$ cat config.mk
export PLATFORM = sky130hd
export DESIGN_NAME = pc_disparo_flat
export DESIGN_NICKNAME = d
export VERILOG_FILES = /design/src/rtl/pc_disparo_pkg.sv /design/src/rtl/pc_disparo_if.sv /design/src/rtl/pc_disparo_lfsr5.sv /design/src/rtl/pc_disparo.sv /design/src/flat_wrapper.sv
export SDC_FILE = /design/constraint.sdc
export NUM_CORES = 1
export LEC_CHECK = 0
export ABC_AREA = 1
export ABC_CLOCK_PERIOD_IN_PS = 4800
export BUFFER_PORTS_ARGS = -buffer_cell sky130_fd_sc_hd__buf_2
export CAP_MARGIN = 30
export CORE_UTILIZATION = 50
export CTS_BUF_LIST = sky130_fd_sc_hd__clkbuf_4
export CTS_CLUSTER_DIAMETER = 150
export CTS_CLUSTER_SIZE = 16
export DETAILED_ROUTE_END_ITERATION = 6
export PLACE_DENSITY = 0.77
export RECOVER_POWER = 50
export SLEW_MARGIN = 20
export SYNTH_ARGS = -nofsm -noshare
export SYNTH_HDL_FRONTEND = slang
export SYNTH_SLANG_ARGS = --single-unit
export TNS_END_PERCENT = 20
$ cat constraint.sdc
create_clock -name clk -period 4.8 [get_ports clk]
set_clock_uncertainty 0.05 [all_clocks]
set_input_delay 0.72 -clock clk [delete_from_list [all_inputs] [get_ports clk]]
set_output_delay 0.72 -clock clk [all_outputs]
set_load 0.005 [all_outputs]
$ cat src/rtl/pc_disparo_pkg.sv
// Shared battleship definitions: cell codes, game state, board type and PC engine states.
// Used by both the player and PC shot engines.
package batalla_pkg;

  localparam int GRID_DEF = 5;

  localparam logic [2:0] WATER = 3'b001;
  localparam logic [2:0] SHIP  = 3'b010;
  localparam logic [2:0] HIT   = 3'b111;
  localparam logic [2:0] NHIT  = 3'b100;
  localparam logic [2:0] PLAY  = 3'b010;

  typedef logic [GRID_DEF-1:0][GRID_DEF-1:0][2:0] board_t;

  typedef enum logic [2:0] {IDLE, HUNT, PICK, SCAN, FIRE, DONE} pc_state_t;

  function automatic logic is_shot(input logic [2:0] c);
    return (c == HIT) || (c == NHIT);
  endfunction

  // Coordinates are 4 bits so that x-1 at the edge wraps to 15 and fails the bound test.
  function automatic logic usable(input board_t b, input logic [3:0] x, input logic [3:0] y,
                                  input logic [3:0] lim);
    if (x >= lim || y >= lim) return 1'b0;
    return !is_shot(b[x[2:0]][y[2:0]]);
  endfunction

endpackage

$ cat src/rtl/pc_disparo_if.sv
// Request/status bundle between game control (master) and the PC shot engine (slave).
interface pc_disparo_if;
  logic       go;
  logic       turno;
  logic [2:0] estado;
  logic       busy;
  logic       done;
  logic [2:0] shot_x;
  logic [2:0] shot_y;
  logic       hit;
  logic       no_target;

  modport master (output go, turno, estado,
                  input  busy, done, shot_x, shot_y, hit, no_target);
  modport slave  (input  go, turno, estado,
                  output busy, done, shot_x, shot_y, hit, no_target);
endinterface

$ cat src/rtl/pc_disparo_lfsr5.sv
// Free-running 5-bit LFSR used as the PC's target candidate source.
module lfsr5 (
  input  logic       clk,
  input  logic       reset,
  output logic [4:0] q
);

  always_ff @(posedge clk) begin
    if (reset) q <= 5'b00001;
    else       q <= {q[3:0], q[4] ^ q[2]};
  end

endmodule

$ cat src/rtl/pc_disparo.sv
// PC shot engine: picks an unshot player cell (hunt, random pick, linear scan),
// fires at it and returns the updated player board.
module pc_disparo
  import batalla_pkg::*;
#(
  parameter int GRID    = GRID_DEF,
  parameter int HUNT_EN = 1
) (
  input  logic              clk,
  input  logic              reset,
  pc_disparo_if.slave       bus,
  input  board_t            player_board,
  output board_t            updated_player_board
);

  localparam logic [3:0] LIM = 4'(GRID);

  pc_state_t  state, state_n;
  logic [4:0] lfsr;
  logic [4:0] cnt;
  logic [2:0] tx, ty;
  logic [2:0] ax, ay;
  logic       av;
  logic [2:0] sx, sy;
  logic       hit_r, nt_r;
  logic       play;
  logic       take, clr_anchor, set_nt;
  logic       cand_ok;
  logic [2:0] cx, cy;
  logic [3:0] hx, hy;
  logic       tgt_ship;
  board_t     fired;

  lfsr5 u_lfsr (
    .clk   (clk),
    .reset (reset),
    .q     (lfsr)
  );

  assign play = (bus.estado == PLAY);

  // Candidate for the current evaluation cycle
  always_comb begin
    hx      = {1'b0, ax};
    hy      = {1'b0, ay};
    cx      = '0;
    cy      = '0;
    cand_ok = 1'b0;
    case (cnt[1:0])
      2'd0:    hx = {1'b0, ax} - 4'd1;
      2'd1:    hx = {1'b0, ax} + 4'd1;
      2'd2:    hy = {1'b0, ay} - 4'd1;
      default: hy = {1'b0, ay} + 4'd1;
    endcase
    case (state)
      HUNT: begin
        cx      = hx[2:0];
        cy      = hy[2:0];
        cand_ok = usable(player_board, hx, hy, LIM);
      end
      PICK: begin
        cx      = 3'(lfsr / 5'd5);
        cy      = 3'(lfsr % 5'd5);
        cand_ok = (lfsr < 5'd25) && usable(player_board, {1'b0, cx}, {1'b0, cy}, LIM);
      end
      SCAN: begin
        cx      = 3'(cnt / 5'd5);
        cy      = 3'(cnt % 5'd5);
        cand_ok = usable(player_board, {1'b0, cx}, {1'b0, cy}, LIM);
      end
      default: ;
    endcase
  end

  always_comb begin
    tgt_ship          = (player_board[tx][ty] == SHIP);
    fired             = player_board;
    fired[tx][ty]     = tgt_ship ? HIT : NHIT;
  end

  always_ff @(posedge clk) begin
    if (reset) state <= IDLE;
    else       state <= state_n;
  end

  always_comb begin
    state_n    = state;
    take       = 1'b0;
    clr_anchor = 1'b0;
    set_nt     = 1'b0;
    if (state != IDLE && !play) begin
      state_n = IDLE;
    end else begin
      case (state)
        IDLE:
          if (bus.go && !bus.turno && play)
            state_n = (av && HUNT_EN != 0) ? HUNT : PICK;
        HUNT:
          if (cand_ok) begin
            take    = 1'b1;
            state_n = FIRE;
          end else if (cnt == 5'd3) begin
            clr_anchor = 1'b1;
            state_n    = PICK;
          end
        PICK:
          if (cand_ok) begin
            take    = 1'b1;
            state_n = FIRE;
          end else if (cnt == 5'd30) begin
            state_n = SCAN;
          end
        SCAN:
          if (cand_ok) begin
            take    = 1'b1;
            state_n = FIRE;
          end else if (cnt == 5'd24) begin
            set_nt  = 1'b1;
            state_n = DONE;
          end
        FIRE:    state_n = DONE;
        DONE:    state_n = IDLE;
        default: state_n = IDLE;
      endcase
    end
  end

  // cnt restarts on every state change, so it is the per-state attempt index
  always_ff @(posedge clk) begin
    if (reset) begin
      cnt                  <= '0;
      tx                   <= '0;
      ty                   <= '0;
      ax                   <= '0;
      ay                   <= '0;
      av                   <= 1'b0;
      sx                   <= '0;
      sy                   <= '0;
      hit_r                <= 1'b0;
      nt_r                 <= 1'b0;
      updated_player_board <= '0;
    end else begin
      cnt <= (state_n == state) ? cnt + 5'd1 : '0;
      if (take) begin
        tx <= cx;
        ty <= cy;
      end
      if (clr_anchor) av <= 1'b0;
      if (set_nt) nt_r <= 1'b1;
      if (state == IDLE) updated_player_board <= player_board;
      if (state == FIRE && state_n == DONE) begin
        updated_player_board <= fired;
        sx    <= tx;
        sy    <= ty;
        hit_r <= tgt_ship;
        nt_r  <= 1'b0;
        if (tgt_ship) begin
          ax <= tx;
          ay <= ty;
          av <= 1'b1;
        end
      end
    end
  end

  assign bus.busy      = (state != IDLE);
  assign bus.done      = (state == DONE);
  assign bus.shot_x    = sx;
  assign bus.shot_y    = sy;
  assign bus.hit       = hit_r;
  assign bus.no_target = nt_r;

endmodule

$ cat src/flat_wrapper.sv
// flat-port wrapper written by rule: the top's interface ports become plain ports
module pc_disparo_flat import batalla_pkg::*;
#(
  parameter int GRID    = GRID_DEF,
  parameter int HUNT_EN = 1
)
  (clk, reset, player_board, updated_player_board, bus_go, bus_turno, bus_estado, bus_busy, bus_done, bus_shot_x, bus_shot_y, bus_hit, bus_no_target);
  pc_disparo_if bus_i ();
  input  logic clk;
  input  logic reset;
  input  board_t player_board;
  output board_t updated_player_board;
  input wire logic [$bits(bus_i.go)-1:0] bus_go;
  input wire logic [$bits(bus_i.turno)-1:0] bus_turno;
  input wire logic [$bits(bus_i.estado)-1:0] bus_estado;
  output wire logic [$bits(bus_i.busy)-1:0] bus_busy;
  output wire logic [$bits(bus_i.done)-1:0] bus_done;
  output wire logic [$bits(bus_i.shot_x)-1:0] bus_shot_x;
  output wire logic [$bits(bus_i.shot_y)-1:0] bus_shot_y;
  output wire logic [$bits(bus_i.hit)-1:0] bus_hit;
  output wire logic [$bits(bus_i.no_target)-1:0] bus_no_target;
  assign bus_i.go = bus_go;
  assign bus_i.turno = bus_turno;
  assign bus_i.estado = bus_estado;
  assign bus_busy = bus_i.busy;
  assign bus_done = bus_i.done;
  assign bus_shot_x = bus_i.shot_x;
  assign bus_shot_y = bus_i.shot_y;
  assign bus_hit = bus_i.hit;
  assign bus_no_target = bus_i.no_target;
  pc_disparo #(.GRID(GRID), .HUNT_EN(HUNT_EN)) u_core (.clk(clk), .reset(reset), .bus(bus_i), .player_board(player_board), .updated_player_board(updated_player_board));
endmodule
## Yosys cells after proc, flatten, opt, wreduce, memory -nomap -nowiden

Cells that the tools add are included.

| storage, ports and cells | value |
|---|---|
| input bits | 82 |
| register bits after elaboration | 109 |

| cells by class | value |
|---|---|
| divide/modulo/power cells | 4 |
| equality and inequality tests | 20 |
| order comparisons | 17 |
| reductions and logical operators | 27 |
| $add $sub $neg | 5 |
| mux-type cells | 66 |
| bitwise gates (word level) | 2 |

Operator list:

| operator | number |
|---|---|
| $bmux 15 s3 | 4 |
| $mux 75 | 2 |
| $bwmux 75 | 1 |
| $mux 15 | 5 |
| $demux 15 s3 | 1 |
| $mux 3 | 13 |
| $bmux 3 s3 | 4 |
| $lt 3x4->1 const B | 8 |
| $eq 3x3->1 const B | 9 |
| $mux 1 | 27 |
| $pmux 3 s3 | 2 |
| $pmux 4 s2 | 2 |
| $pmux 3 s5 | 1 |
| $eq 3x2->1 const B | 4 |
| $ge 3x3->1 const B | 4 |
| $div 5x3->5 const B | 2 |
| $eq 5x5->1 const B | 2 |
| $mod 5x3->5 const B | 2 |
| $demux 3 s3 | 1 |
| $add 3x1->4 const B | 2 |
| $ge 4x3->1 const B | 2 |
| $sub 3x1->4 const B | 2 |
| $logic_and 1x1->1 | 7 |
| $ge 3x1->1 const B | 2 |
| 20 further kinds | 32 |

## Logic depth before layout (Yosys ltp)

Gate-level depths: netlist of the first run.

| depth | value |
|---|---|
| depth in word-level cells | 18 |
| gate-level depth with buffers | 37 |
| mapped depth without buffers | 37 |

## By module

A second synthesis of the first run with hierarchy kept.

| unflattened totals | value |
|---|---|
| cells, all modules | 1630 |
| area, all modules | 9136.3 µm² |

Modules (own cells, without submodules):

| module | cells each | instances | area an instance (µm²) | sequential area each (µm²) |
|---|---|---|---|---|
| pc_disparo | 1612 | 1 | 8981.1 | 2082.0 |
| lfsr5 | 18 | 1 | 155.1 | 100.1 |

## Least setup slack after synthesis of the first run

Ideal clock, no wire load.

| timing path | value |
|---|---|
| kind | flip-flop to flip-flop |
| start point | register u_core.cnt[0] |
| end point | register u_core.ty[1] |
| required time | 4.631 ns |
| clock period less this slack | 3.568 ns |
| path buffers | 1 |
| data arrival time | 3.399 ns |
| slack | 1.232 ns |
| cell stages (with the launch flop) | 34 |
| setup time | 0.119 ns |
| cell sequence | dfxtp_1 inv_1 ha_1 nand2_2 nand3_2 nand3b_1 nand2_2 nand2_2 nand3_1 nand2_1 inv_1 ha_1 nor2_1 nand3_2 nand2_8 nand2_8 buf_6 nand2_1 nand3_1 nand3_1 nand2_1 nand2_1 inv_2 nand2_1 nand2_1 nand2_1 nand2_1 nand2_1 nand2_2 and2_4 nor2_8 inv_2 a211oi_1 nor2_1 |

| between the ends | value |
|---|---|
| cells in the longest elaborated chain, start to end | 14 |

Ends and longest elaborated chain:

| what | RTL line | text |
|---|---|---|
| start, declared | pc_disparo.sv:20 | `logic [4:0] cnt;` |
| start signal, assigned | pc_disparo.sv:143 | `cnt <= (state_n == state) ? cnt + 5'd1 : '0;` |
| parallel branches: the longest is 14 deep, another holds $div 5x3->5 | n/a |  |
| end signal, assigned | pc_disparo.sv:146 | `ty <= cy;` |
| end, declared | pc_disparo.sv:21 | `logic [2:0] tx, ty;` |

Parallel ways; which one is timed is not known. The select of a mux whose other input is x is not followed.
A chain may end at the register's enable or synchronous reset.

## Worst setup path in the final report of the first run

| timing path | value |
|---|---|
| start point | register u_core.cnt[0] |
| end point | register u_core.cnt[1] |

| between the ends | value |
|---|---|
| cells in the longest elaborated chain, start to end | 17 |

Ends and longest elaborated chain:

| what |
|---|
| parallel branches: the longest is 17 deep, another holds $div 5x3->5 |

Parallel ways; which one is timed is not known. The select of a mux whose other input is x is not followed.

==> impl_metrics.tcl, run 1 <==
set metrics [dict create \
    core-area_um2 16600 \
    synth_top_area_share_pct 25.5 \
    busiest_layer "met2" \
    syn_area_um2 8550 \
    postSynthCellCount 1402 \
    synthToLayoutAreaGrowth_pct 12.7 \
    grt_pass1_wl_mm 49.3 \
    yosysTopAreaCell "dfxtp_1" \
    peakVddDrop_mv 0.519 \
    crit_fanout 34 \
    synth_area_leaders "dfxtp_1 (26%), nand2_1 (11%), inv_1 (9.3%), o21ai_0 (7.8%), nor2_1 (7.5%)" \
    met1_usage_pct 44.6 \
    worst_pin_slew_ns 2.37 \
    start_util_pct 51.4 \
    crit_start "u_core.cnt[0]$_SDFF_PP0_" \
    syn_avg_cell_area_um2 6.10 \
    clock-root-buffer "clkbuf_4" \
    hpwl_mm 25.1 \
    place_area_um2 9530 \
    setup_viol 0 \
    cp-end-kind "flip-flop" \
    routed_via_density 5.72 \
    firstDrtPassIters 6 \
    violations "max-capacitance violations, max-slew violations" \
    crit_path_start_kind "flip-flop" \
    fmax_mhz 237 \
    hp-class "reg2reg" \
    cts_num_sinks 109 \
    rsz0062_at_grt "no" \
    most-common-layout-cells "nand2_1 (243), inv_1 (210), nor2_1 (170)" \
    die_w_um 133 \
    antennaDiodeCount 0 \
    cts_tree "yes" \
    grt_use_met3_pct 6.82 \
    cp_slowest_cell "dfxtp_2" \
    ys_warn_count 0 \
    r2r_slack_ns 0.57 \
    grt.overflow.total 0 \
    design.die.area_um2 17600 \
    p_leak_uw 0.00493 \
    worst-r2r-cell-count 37 \
    final_layout_size_suffix_gt1_share_pct 16.5 \
    power.density_nw_per_um2 490 \
    status "complete, but fails checks" \
    routed_wl_mm 32.1 \
    num_rows 47 \
    nets 1638 \
    final-hold-violation-count 0 \
    ant_nets 0 \
    cpMostUsedCell "nand2_1" \
    synthDistinctLibCells 59 \
    r2r_start "u_core.cnt[0]$_SDFF_PP0_" \
    wl_per_cell_um 18.2 \
    post_cts_buffers 0 \
    vias 10082 \
    antenna_found_initial 0 \
    insertion_delay_ns 0.52 \
    drtIter0Drc 1114 \
    portBuffers 166 \
    drv_cap 1 \
    use_met2_pct 58.3 \
    worstPathRequired_ns 5.22 \
    stdcell_area_um2 9630 \
    mostFrequentLayoutCell "nand2_1" \
    die_h_um 133 \
    grt_use_total_pct 36.0 \
    seq_area_frac_synth_pct 25.5 \
    relSlewSlack_pct -58.0 \
    final_max_slew_viol_count 49 \
    synth_edf_count 0 \
    crit_type "reg2reg" \
    ys_ff_latch 109 \
    synth_nets 1502 \
    clk_pin_slew_worst_paths_ns 0.17 \
    io_pins 167 \
    fin_crit_ns 4.23 \
    r2r_end "u_core.cnt[1]$_SDFF_PP0_" \
    drc 0 \
    fin_crit_sh_pct 88.0 \
    synth_ff_type "dfxtp_1" \
    grt_pass1_vias 9131 \
    p_total_uw 4720 \
    fin_setup_tns_ns 0 \
    cts_max_level 3 \
    grt_max_degree 59 \
    worstPathArrival_ns 4.65 \
    fill_cells 1755 \
    async_flop_share_pct 0 \
    clockBufferDepth 2 \
    cts_buffers 9 \
    utilization_pct 57.9 \
    endpoint "u_core.cnt[1]$_SDFF_PP0_" \
    gp_congestion 1.03 \
    crit_path_max_incr_delay_ns 0.41 \
]
## metal layers
layer | routed length (um) | vias to the layer above
met5 | 0 | -
met4 | 1830 | 0
met3 | 2690 | 110
met2 | 14600 | 516
met1 | 13000 | 4551
li1 | - | 4905
## how the worst min path moves through the flow
stage | from | end | slack (ns) | cells after the start
after floorplan | u_core.av$_SDFF_PP0_ | u_core.av$_SDFF_PP0_ | 0.39 | 2
after detailed placement | u_core.bus.no_target$_SDFFE_PP0P_ | u_core.bus.no_target$_SDFFE_PP0P_ | 0.40 | 2
after global routing | player_board[44] | u_core.updated_player_board[44]$_SDFFE_PP0P_ | 0.44 | 3
after global placement | u_core.bus.no_target$_SDFFE_PP0P_ | u_core.bus.no_target$_SDFFE_PP0P_ | 0.40 | 2
final | u_core.bus.no_target$_SDFFE_PP0P_ | u_core.bus.no_target$_SDFFE_PP0P_ | 0.42 | 2
after CTS | u_core.bus.no_target$_SDFFE_PP0P_ | u_core.bus.no_target$_SDFFE_PP0P_ | 0.43 | 2
## worst max-delay path: cells and delay by family (launching register included)
family | cells | cell delay, ns
buf+inv | 3 | 0.27
fa+ha+maj | 2 | 0.45
flops | 1 | 0.41
simple gates | 32 | 2.96
## cell type report
type | count | area (um2) | share of cell area, %
multi-input combinational | 994 | 5200 | 54.0
sequential | 109 | 2180 | 22.7
inverter | 239 | 897 | 9.31
clock inverter | 7 | 56.3 | 0.584
timing repair buffer | 185 | 950 | 9.86
tap | 220 | 275 | 2.86
clock buffer | 9 | 67.6 | 0.701
## registers in the layout, indices dropped and copies added (netlist names)
signal,cells
u_core.updated_player_board,75
u_core.cnt,5
u_core.u_lfsr.q,5
u_core.ax,3
u_core.ay,3
u_core.bus.shot_x,3
u_core.bus.shot_y,3
u_core.state,3
u_core.tx,3
u_core.ty,3
u_core.av,1
u_core.bus.hit,1
u_core.bus.no_target,1
## report_power, final
part	switching (uW)	internal [uW]	leakage [uW]
logic	1930	981	0.00396
clock network	336	115	0.0000682
registers	173	1180	0.000901
## synthesized netlist by cell type, types with 3 or more instances
| cell | count |
|---|---|
| nand2_1 | 243 |
| inv_1 | 211 |
| nor2_1 | 171 |
| o21ai_0 | 134 |
| nand3_1 | 118 |
| dfxtp_1 | 109 |
| a21oi_1 | 75 |
| clkbuf_1 | 38 |
| o211ai_1 | 29 |
| o22ai_1 | 26 |
| inv_2 | 24 |
| nor3_1 | 20 |
| o21ai_1 | 19 |
| o221ai_1 | 17 |
| ha_1 | 16 |
| nand2_2 | 14 |
| o31ai_1 | 14 |
| nand4_1 | 10 |
| buf_2 | 9 |
| xor2_1 | 9 |
| nor2_2 | 8 |
| nor4_1 | 6 |
| a211oi_1 | 5 |
| buf_1 | 5 |
| buf_6 | 5 |
| clkinv_1 | 4 |
| o2111ai_1 | 4 |
| o21ai_2 | 4 |
| o2bb2ai_1 | 4 |
| xnor2_1 | 4 |
| a21o_1 | 3 |
| buf_4 | 3 |
| nand2_4 | 3 |
| or2_2 | 3 |
## repair_timing
action / 4_1_cts / 5_1_grt
setup endpoints to repair: 0 / 11
hold buffers: 0 / 0
resized for setup: 0 / 4
## logic make-up after synthesis
| group | synth area share (%) |
|---|---|
| flip-flops | 25.5 |
| AO/OA/AOI/OAI | 24.7 |
| AND/OR/NAND/NOR | 31.7 |
| XOR/XNOR | 1.33 |
| adder cells (fa/ha/maj) | 2.81 |
| multiplexers | 0.117 |
| buffers and inverters | 13.8 |
## per-stage QoR
step	setup slack [ns]	hold slack, ns	cells
CTS	0.387	0.425	1763
global route	0.00151	0.441	1763
finish	0.574	0.421	1763
floorplan	1.23	0.389	1402
detailed placement	0.430	0.403	1747
global placement	0.602	0.403	1747
No activity file was read; power rests on OpenSTA's default activity.
==> inputs of run 2 (changes only) <==
ABC_CLOCK_PERIOD_IN_PS = 3710   (was 4800)
PLACE_DENSITY = 0.8   (was 0.77)
clock period = 3.71 ns   (was 4.8 ns; I/O delays follow)
==> run 2 against run 1 <==
  * The run ends with max-capacitance violations, max-slew violations, negative setup slack left
  * Sequential share of layout area down 1.9 points
  * Combinational power up 58%
  * Total power up 47%
  * Critical path type unchanged
  * Critical endpoint unchanged
  * Largest power group unchanged
==> impl_metrics.tcl, run 2 (same netlist as run 1, synthesis figures left out) <==
set metrics [dict create \
    rsz0062_at_grt "yes" \
    crit_path_max_incr_delay_ns 0.37 \
    path_buf_inv 4 \
    cpMostUsedCell "nand2_2" \
    ant_nets 0 \
    design.die.area_um2 17600 \
    largest_reg_flops 75 \
    final_cells 1827 \
    final_max_slew_viol_count 90 \
    clock-root-buffer "clkbuf_4" \
    utilization_pct 63.4 \
    crit_type "reg2reg" \
    clk_pin_slew_worst_paths_ns 0.18 \
    peakVddDrop_mv 0.743 \
    r2r_end "u_core.cnt[1]$_SDFF_PP0_" \
    fin_setup_tns_ns -0.211 \
    drtIter0Drc 1180 \
    cts_buffers 9 \
    insertion_delay_ns 0.50 \
    portBuffers 166 \
    crit_start "u_core.cnt[3]$_SDFF_PP0_" \
    drv_cap 2 \
    io_pins 167 \
    gp_congestion 1.04 \
    cts_tree "yes" \
    grt_max_degree 59 \
    r2r_start "u_core.cnt[3]$_SDFF_PP0_" \
    top_register "u_core.updated_player_board" \
    final-hold-violation-count 0 \
    worst_pin_slew_ns 2.38 \
    nets 1701 \
    grt_use_total_pct 39.3 \
    power.density_nw_per_um2 658 \
    most-common-layout-cells "nand2_1 (221), inv_1 (204), nor2_1 (169)" \
    place_area_um2 9770 \
    die_h_um 133 \
    mostFrequentLayoutCell "nand2_1" \
    die_w_um 133 \
    fmax_mhz 265 \
    relSlewSlack_pct -59.0 \
    core-area_um2 16600 \
    crit_path_start_kind "flip-flop" \
    synthToLayoutAreaGrowth_pct 23.3 \
    routed_wl_mm 36.1 \
    worstPathRequired_ns 4.10 \
    violations "max-capacitance violations, max-slew violations, negative setup slack" \
    r2r_slack_ns -0.07 \
    final_layout_size_suffix_gt1_share_pct 22.4 \
    crit_fanout 8 \
    antenna_found_initial 1 \
    fill_cells 1653 \
    routed_via_density 5.86 \
    status "complete, but fails checks" \
    wl_per_cell_um 19.8 \
    cts_max_level 3 \
    path_depth 33 \
    vias 10707 \
    fin_crit_sh_pct 102 \
    firstDrtPassIters 7 \
    grt_pass1_vias 9556 \
    cts_num_sinks 109 \
    fin_ws_ns -0.0694 \
    p_total_uw 6940 \
    grt.overflow.total 0 \
    hp-class "in2reg" \
    fin_crit_ns 3.78 \
    p_leak_uw 0.00533 \
    cpLargestDelayFamily "simple AND/OR/NAND/NOR gates" \
    cp-end-kind "flip-flop" \
    setup_viol 5 \
    reg.largest.list "u_core.updated_player_board (75), u_core.cnt (5), u_core.u_lfsr.q (5)" \
    stdcell_area_um2 10500 \
    grt_pass1_wl_mm 53.2 \
    seq_area_um2 2190 \
    hpwl_mm 27.2 \
    endpoint "u_core.cnt[1]$_SDFF_PP0_" \
    multi_input_area_um2 5560 \
    worstPathArrival_ns 4.17 \
    cp_slowest_cell "dfxtp_2" \
    dpl.cell_count 1779 \
    start_util_pct 51.4 \
    drc 0 \
    worst-r2r-cell-count 33 \
    holdPathStages 3 \
    clockBufferDepth 2 \
    num_rows 47 \
]
[run 2: changes by cell type in the layout (fill, tap and decap cells not counted), sizes merged]
cell / change
clkinv: +1
buf: +40
inv: -2
diode: +1
nand2: +3
clkbuf: +21
[run 2: routing by layer]
layer,vias up,share of wire (%),track usage (%),routed length (um)
li1,5044,-,-,-
met1,4885,39,48.0,14000
met2,645,46,66.2,16700
met3,133,9.1,6.28,3280
met4,0,5.9,21.4,2140
met5,-,0,0.278,0
[run 2: cell type report]
class	instances	area share (%)
Multi-Input combinational cell	997	52.8
Sequential cell	109	20.8
Timing Repair Buffer	245	14.0
Inverter	239	8.62
Tap cell	220	2.61
Clock buffer	10	0.712
Clock inverter	6	0.510
Antenna cell	1	0.0237
[run 2: worst reg2reg max path, delay by kind of cell (launching register included)]
family	cells	cell delay [ns]
simple gates	26	2.46
buf+inv	4	0.44
flops	1	0.37
fa+ha+maj	2	0.31
compound gates	1	0.12
[run 2: power breakdown]
part | internal, uW | switching (uW)
Sequential | 1530 | 210
Combinational | 1700 | 2910
Clock | 157 | 431
Total | 3390 | 3550
[run 2: repair_timing]
item / CTS / global route
resized for setup: 39 / 71
cloned: 2 / 2
hold buffers: 0 / 0
pin swaps: 17 / 33
setup buffers: 10 / 17
setup endpoints to repair: 11 / 14
[run 2: worst min path at each step]
stage / from / end / slack, ns
CTS: player_board[44] / u_core.updated_player_board[44]$_SDFFE_PP0P_ / 0.31
global route: player_board[44] / u_core.updated_player_board[44]$_SDFFE_PP0P_ / 0.32
detailed placement: u_core.bus.no_target$_SDFFE_PP0P_ / u_core.bus.no_target$_SDFFE_PP0P_ / 0.40
finish: player_board[44] / u_core.updated_player_board[44]$_SDFFE_PP0P_ / 0.32
floorplan: u_core.av$_SDFF_PP0_ / u_core.av$_SDFF_PP0_ / 0.39
global placement: u_core.bus.no_target$_SDFFE_PP0P_ / u_core.bus.no_target$_SDFFE_PP0P_ / 0.40
[run 2: per-stage QoR]
step	setup slack (ns)	hold slack, ns
2_1_floorplan	0.142	0.389
3_3_place_gp	0.00327	0.399
3_5_place_dp	-0.117	0.398
4_1_cts	0.00235	0.308
6_report	-0.0694	0.317
5_1_grt	-0.319	0.324
